<file path="src/rtl/charger_pkg.sv">
`default_nettype none
// -----------------------------------------------------------------------------
// charger_pkg: state encoding, parameter defaults and credit arithmetic shared
// by the charge timer. Rev 1.0
// -----------------------------------------------------------------------------
package charger_pkg;

  typedef enum logic [1:0] {
    ST_IDLE     = 2'd0,
    ST_PAID     = 2'd1,
    ST_CHARGING = 2'd2,
    ST_DONE     = 2'd3
  } charger_state_e;

  localparam int SEC_PER_COIN_DEF  = 30;
  localparam int MAX_SEC_DEF       = 240;
  localparam int TICKS_PER_SEC_DEF = 1000;
  localparam int DONE_HOLD_DEF     = 2000;

  // The sum is formed at 9 bits so a credit above 255 clamps rather than wraps.
  function automatic logic [7:0] sat_add(input logic [7:0] base,
                                         input logic [8:0] inc,
                                         input logic [8:0] limit);
    logic [8:0] sum;
    sum = {1'b0, base} + inc;
    return (sum > limit) ? limit[7:0] : sum[7:0];
  endfunction

endpackage
`default_nettype wire

</file>
<file path="src/rtl/edge_sync.sv">
`default_nettype none
// -----------------------------------------------------------------------------
// edge_sync: two-flop synchronizer with a one-cycle rising-edge pulse. Rev 1.0
// -----------------------------------------------------------------------------
module edge_sync (
  input  logic clk,
  input  logic rst_n,
  input  logic async_in,
  output logic pulse
);

  logic       sync1_q, sync1_d;
  logic       sync2_q, sync2_d;
  logic       prev_q, prev_d;
  logic       armed_q, armed_d;
  logic [1:0] rdy_q, rdy_d;

  always_comb begin
    sync1_d = async_in;
    sync2_d = sync1_q;
    prev_d  = sync2_q;
    rdy_d   = {rdy_q[0], 1'b1};
    // Arm only after a genuinely low level is seen, so a level held through reset is not an edge.
    armed_d = armed_q | (rdy_q[1] & ~sync2_q);
  end

  always_ff @(posedge clk or negedge rst_n) begin
    if (!rst_n) begin
      sync1_q <= 1'b0;
      sync2_q <= 1'b0;
      prev_q  <= 1'b0;
      rdy_q   <= 2'b00;
      armed_q <= 1'b0;
    end else begin
      sync1_q <= sync1_d;
      sync2_q <= sync2_d;
      prev_q  <= prev_d;
      rdy_q   <= rdy_d;
      armed_q <= armed_d;
    end
  end

  assign pulse = armed_q & sync2_q & ~prev_q;

endmodule
`default_nettype wire

</file>
<file path="src/rtl/charge_timer_ctrl.sv">
`default_nettype none
// -----------------------------------------------------------------------------
// charge_timer_ctrl: coin-credited charger timer with relay and done indication.
// Rev 1.0
// -----------------------------------------------------------------------------
module charge_timer_ctrl
  import charger_pkg::*;
#(
  parameter int SEC_PER_COIN  = SEC_PER_COIN_DEF,
  parameter int MAX_SEC       = MAX_SEC_DEF,
  parameter int TICKS_PER_SEC = TICKS_PER_SEC_DEF,
  parameter int DONE_HOLD     = DONE_HOLD_DEF
) (
  input  logic       clk,
  input  logic       rst_n,
  input  logic       coin_in,
  input  logic       start,
  input  logic       cancel,
  output logic [7:0] remain_sec,
  output logic       charging,
  output logic       done,
  output logic [1:0] state
);

  localparam logic [8:0]  SEC_INC    = 9'(SEC_PER_COIN);
  localparam logic [8:0]  SEC_INC_M1 = 9'(SEC_PER_COIN - 1);
  localparam logic [8:0]  MAX_LIM    = 9'(MAX_SEC);
  localparam logic [7:0]  SEC_INIT   = 8'(SEC_PER_COIN);
  localparam logic [9:0]  MS_LAST    = 10'(TICKS_PER_SEC - 1);
  localparam logic [10:0] HOLD_LAST  = 11'(DONE_HOLD - 1);

  logic [2:0] async_lvl;
  logic [2:0] ev;
  logic       coin_ev, start_ev, cancel_ev;

  assign async_lvl = {cancel, start, coin_in};

  for (genvar gi = 0; gi < 3; gi++) begin : g_sync
    edge_sync u_edge_sync (
      .clk      (clk),
      .rst_n    (rst_n),
      .async_in (async_lvl[gi]),
      .pulse    (ev[gi])
    );
  end

  assign coin_ev   = ev[0];
  assign start_ev  = ev[1];
  assign cancel_ev = ev[2];

  charger_state_e state_q, state_d;
  logic [7:0]     remain_q, remain_d;
  logic [9:0]     ms_q, ms_d;
  logic [10:0]    hold_q, hold_d;
  logic           charging_q, charging_d;
  logic           done_q, done_d;
  logic           ms_wrap;

  assign ms_wrap = (ms_q == MS_LAST);

  always_ff @(posedge clk or negedge rst_n) begin
    if (!rst_n) begin
      state_q    <= ST_IDLE;
      remain_q   <= '0;
      ms_q       <= '0;
      hold_q     <= '0;
      charging_q <= 1'b0;
      done_q     <= 1'b0;
    end else begin
      state_q    <= state_d;
      remain_q   <= remain_d;
      ms_q       <= ms_d;
      hold_q     <= hold_d;
      charging_q <= charging_d;
      done_q     <= done_d;
    end
  end

  // Counters default to zero so they rest at 0 in every state that does not own them.
  always_comb begin
    state_d  = state_q;
    remain_d = remain_q;
    ms_d     = '0;
    hold_d   = '0;
    case (state_q)
      ST_IDLE: begin
        if (coin_ev && !cancel_ev) begin
          state_d  = ST_PAID;
          remain_d = SEC_INIT;
        end
      end
      ST_PAID: begin
        if (cancel_ev) begin
          state_d  = ST_IDLE;
          remain_d = '0;
        end else if (coin_ev) begin
          remain_d = sat_add(remain_q, SEC_INC, MAX_LIM);
        end else if (start_ev) begin
          state_d = ST_CHARGING;
        end
      end
      ST_CHARGING: begin
        ms_d = ms_wrap ? '0 : ms_q + 10'd1;
        if (cancel_ev) begin
          state_d  = ST_IDLE;
          remain_d = '0;
          ms_d     = '0;
        end else if (coin_ev) begin
          // A coin landing on the second boundary absorbs that second's decrement.
          remain_d = ms_wrap ? sat_add(remain_q, SEC_INC_M1, MAX_LIM)
                             : sat_add(remain_q, SEC_INC, MAX_LIM);
        end else if (ms_wrap) begin
          remain_d = remain_q - 8'd1;
          if (remain_q == 8'd1) begin
            state_d = ST_DONE;
            ms_d    = '0;
          end
        end
      end
      ST_DONE: begin
        hold_d = hold_q + 11'd1;
        if (cancel_ev) begin
          state_d  = ST_IDLE;
          remain_d = '0;
          hold_d   = '0;
        end else if (coin_ev) begin
          state_d  = ST_PAID;
          remain_d = SEC_INIT;
          hold_d   = '0;
        end else if (hold_q == HOLD_LAST) begin
          state_d  = ST_IDLE;
          remain_d = '0;
          hold_d   = '0;
        end
      end
      default: begin
        state_d  = ST_IDLE;
        remain_d = '0;
      end
    endcase
  end

  always_comb begin
    charging_d = (state_d == ST_CHARGING);
    done_d     = (state_d == ST_DONE);
  end

  assign remain_sec = remain_q;
  assign charging   = charging_q;
  assign done       = done_q;
  assign state      = state_q;

endmodule
`default_nettype wire

</file>
<file path="config.mk">
export PLATFORM = sky130hd
export DESIGN_NAME = charge_timer_ctrl
export DESIGN_NICKNAME = d
export VERILOG_FILES = /design/src/rtl/charger_pkg.sv /design/src/rtl/edge_sync.sv /design/src/rtl/charge_timer_ctrl.sv
export SDC_FILE = /design/constraint.sdc
export NUM_CORES = 1
export LEC_CHECK = 0
export CAP_MARGIN = 0
export CORE_AREA = 2 2 101 103
export DETAILED_ROUTE_END_ITERATION = 16
export DIE_AREA = 0 0 103 105
export HOLD_SLACK_MARGIN = 0.03
export PLACE_DENSITY = 0.53
export RECOVER_POWER = 50
export SLEW_MARGIN = 20
export SYNTH_ARGS = -nofsm -noshare
export SYNTH_HDL_FRONTEND = slang
export SYNTH_HIERARCHICAL = 1
export SYNTH_SLANG_ARGS = --single-unit
</file>
<file path="constraint.sdc">
create_clock -name clk -period 6.1 [get_ports clk]
set_clock_uncertainty 0.2 [all_clocks]
set_input_delay 1.22 -clock clk [delete_from_list [all_inputs] [get_ports clk]]
set_output_delay 1.22 -clock clk [all_outputs]
set_load 0.005 [all_outputs]
</file>
==> impl_metrics.toml <==
[power]
ir_worst_vdd_uv = 176.2
powerDensity_mw_per_mm2 = 365.8
p_leak_uw = 0.001269

[clocking]
cts_tree = "done"
h-tree-depth = 2
cts_setup_buffers = 0
cts-resized-gates = 0
clkTransAtPathRegs_ns = 0.09
ctsRootBufferMaster = "clkbuf_8"
cts-buffers-inserted = 5
cts.sink_count = 51
insertion_delay_ns = 0.30
ctsHoldBuffers = 0
cts_buffer_depth = 2

[final_layout]
areaGrowthSynthToFinish_pct = 11.76
fillerInstances = 1020
postLayoutCellArea_mm2 = 0.003281
final_nets = 338
drive_gt1_share_pct = 4.012
antenna_cells = 0

[global_routing]
antenna_found_initial = 0
grt_pass1_vias = 2190
grt_max_degree = 52
grt_pass1_wl_mm = 10.82
grt-ovfl-total = 0
grt_usage_pct = 12.43

[sta]
layout_min_cycle_time_ns = 3.614
rsz0062_at_grt = "false"
tightest_slew_ns = 2.733
fmax_mhz = 276.7
min_period_over_period_pct = 59.25
finalSetupViolations = 0
fin_tns_setup_ns = 0
hold_viol = 0
relSlewSlack_pct = -82.23
slew_violations = 52

[critical_path]
max_stage_delay_ns = 1.93
crit_chain = "buf_2, clkbuf_1"
rr_worst_depth = 8
cp_max_fo = 51
crit_type = "in2async"
required_ns = 5.73
r2r_slack_ns = 2.86
startpoint_type = "input port"
regToRegStartpoint = "remain_sec[1]$_DFFE_PN0P_"
path_delay_family = "buffers and inverters"
end_kind = "asynchronous set/reset pin"
timing.rr.end = "remain_sec[3]$_DFFE_PN0P_"
critPathSlowestCell = "clkbuf_1"
path_buf_inv = 2
cp.arrival_ns = 3.24

[synthesis]
synth_xor_area_share_pct = 7.758
synth-seq-cells = 51
synth_warnings = 6
synthAdderAreaFrac_pct = 4.263
async_flop_share_pct = 100.0
synthCells = 313
synth.area.mux_share_pct = 0.3410
synth.distinct_cells = 58
yosys.area_share.simple_pct = 22.46
ys_seq_area_share_pct = 43.48
syn-num-nets = 328
synth-compound-area-share_pct = 17.18
syn_avg_cell_area_um2 = 9.378
synth_top_family_by_area = "simple AND/OR/NAND/NOR gates"
syn_area_mm2 = 0.002935
ys.flop_type = "dfrtp_1"
synth_edf_count = 0

[die]
initial_core_util_pct = 30.45
die_area_mm2 = 0.01082
num_io_pins = 17
row_count = 36
core_mm2 = 0.009639
die_w_um = 103
die_h_um = 105

[min_path]
min_delay_worst_endpoint = "g_sync[1].u_edge_sync/prev_d$_DFF_PN0_"
hold_depth = 0
hold_path.class = "reg2reg"
hold_path_startpoint = "g_sync[1].u_edge_sync/sync1_q$_DFF_PN0_"

[status]
status = "finished with violations"
violations = "max-capacitance violations, max-slew violations"

[detailed_routing]
via_per_inst = 5.053
ant_nets = 0
first_pass_iters = 4
wl_mm = 6.420
drtIter0Drc = 88
detail_route.wl_per_cell_um = 14.05
drcViolationCount = 0
vias = 2309

[place]
portBuffers = 16
hpwl_mm = 4.428
postPlaceCellArea_mm2 = 0.003199
place.gp.congestion = 0.8911

[job]
cap_violations = 1
[cells in the mapped netlist, types with 2 or more instances]
cell,instances,area share (%)
nand3b_1,2,0.51
nor3_1,5,0.85
buf_6,2,0.77
nor4_1,4,0.85
nand2_1,27,3.5
and4_1,2,0.60
o21ai_0,10,1.7
o22ai_1,3,0.64
inv_1,13,1.7
dfrtp_1,51,43
nor2_1,38,4.9
a31oi_1,3,0.64
ha_1,10,4.3
o211ai_1,2,0.51
xor2_1,12,3.6
nand2b_1,6,1.3
and2_1,3,0.64
a311o_1,3,1.0
o21a_1,3,0.77
clkbuf_1,12,1.5
a311oi_1,2,0.60
xnor2_1,14,4.2
o2111ai_1,2,0.60
or4_1,3,0.77
nand3_1,16,2.7
a211oi_1,6,1.5
a21oi_1,7,1.2
nor2b_1,5,1.1
and3_1,5,1.1
conb_1,3,0.38
or3_1,3,0.64
a21o_1,4,1.0
nor3b_1,3,0.77
nand4_1,5,1.1
[registers in the layout, indices dropped and copies added (netlist names)]
name,cells
g_sync.u_edge_sync/rdy_q,6
state,2
charging,1
g_sync.u_edge_sync/prev_d,3
g_sync.u_edge_sync/armed_q,3
g_sync.u_edge_sync/prev_q,3
done,1
hold_q,11
ms_q,10
remain_sec,8
g_sync.u_edge_sync/sync1_q,3
[worst max-delay path by stage]
stage	start	end	depth (start not counted)	slack, ns
6_report	rst_n	g_sync[2].u_edge_sync/rdy_q[0]$_DFF_PN0_	2	2.49
5_1_grt	rst_n	ms_q[1]$_DFF_PN0_	2	1.88
4_1_cts	remain_sec[1]$_DFFE_PN0P_	remain_sec[3]$_DFFE_PN0P_	8	2.91
3_5_place_dp	remain_sec[1]$_DFFE_PN0P_	remain_sec[3]$_DFFE_PN0P_	8	2.93
3_3_place_gp	remain_sec[1]$_DFFE_PN0P_	remain_sec[3]$_DFFE_PN0P_	8	3.02
2_1_floorplan	remain_sec[2]$_DFFE_PN0P_	remain_sec[3]$_DFFE_PN0P_	9	3.13
[report_power, final]
group	leakage (µW)	switching [µW]	internal (µW)
Combinational	0.000581	266	239
Sequential	0.000647	125	379
Clock	0.0000412	110	80.4
[final cells by class]
class                           count  area, µm²  area share [%]
Multi-Input combinational cell    234       1538           46.87
Sequential cell                    51       1276           38.90
Timing Repair Buffer               18      166.4           5.072
Tap cell                          133      166.4           5.072
Clock buffer                        6      72.57           2.212
Inverter                           13      48.80           1.487
Clock inverter                      2      12.51          0.3814
[kinds of logic after synthesis]
| family | after synthesis |
|---|---|
| other | 3 |
| adder cells (fa/ha/maj) | 10 |
| AND/OR/NAND/NOR | 131 |
| XOR/XNOR | 26 |
| buffers and inverters | 28 |
| multiplexers | 1 |
| flip-flops | 51 |
| AO/OA/AOI/OAI | 63 |
[placed cells by master, fill, tap and decap left out, types with 10 or more instances in the layout]
cell,netlist,layout
dfrtp_1,51,51
nor2_1,38,38
nand2_1,27,27
nand3_1,16,16
xnor2_1,14,14
inv_1,13,13
xor2_1,12,12
clkdlybuf4s50_1,0,12
o21ai_0,10,10
ha_1,10,10
[per-layer routing]
metal	GRT usage, %	share of wire, %	routed length, µm	up-vias
li1	-	-	-	1123
met1	18.48	50	3217	1128
met2	18.51	45	2895	52
met3	2.274	3.8	242	6
met4	3.102	1.0	64	0
met5	0	0	0	-
[stage by stage]
step	power (µW)	util [%]	std cells	hold slack, ns	worst slack [ns]
final	1200	34.03	457	0.1510	2.486
after global routing	1292	34.03	457	0.1624	1.883
after CTS	1213	34.07	457	0.1566	2.907
after detailed placement	1012	33.19	449	0.1356	2.925
after global placement	1019	33.19	449	0.1314	3.019
after floorplan	844.0	-	313	0.1312	3.133
Power figures use the tool's default switching activity.
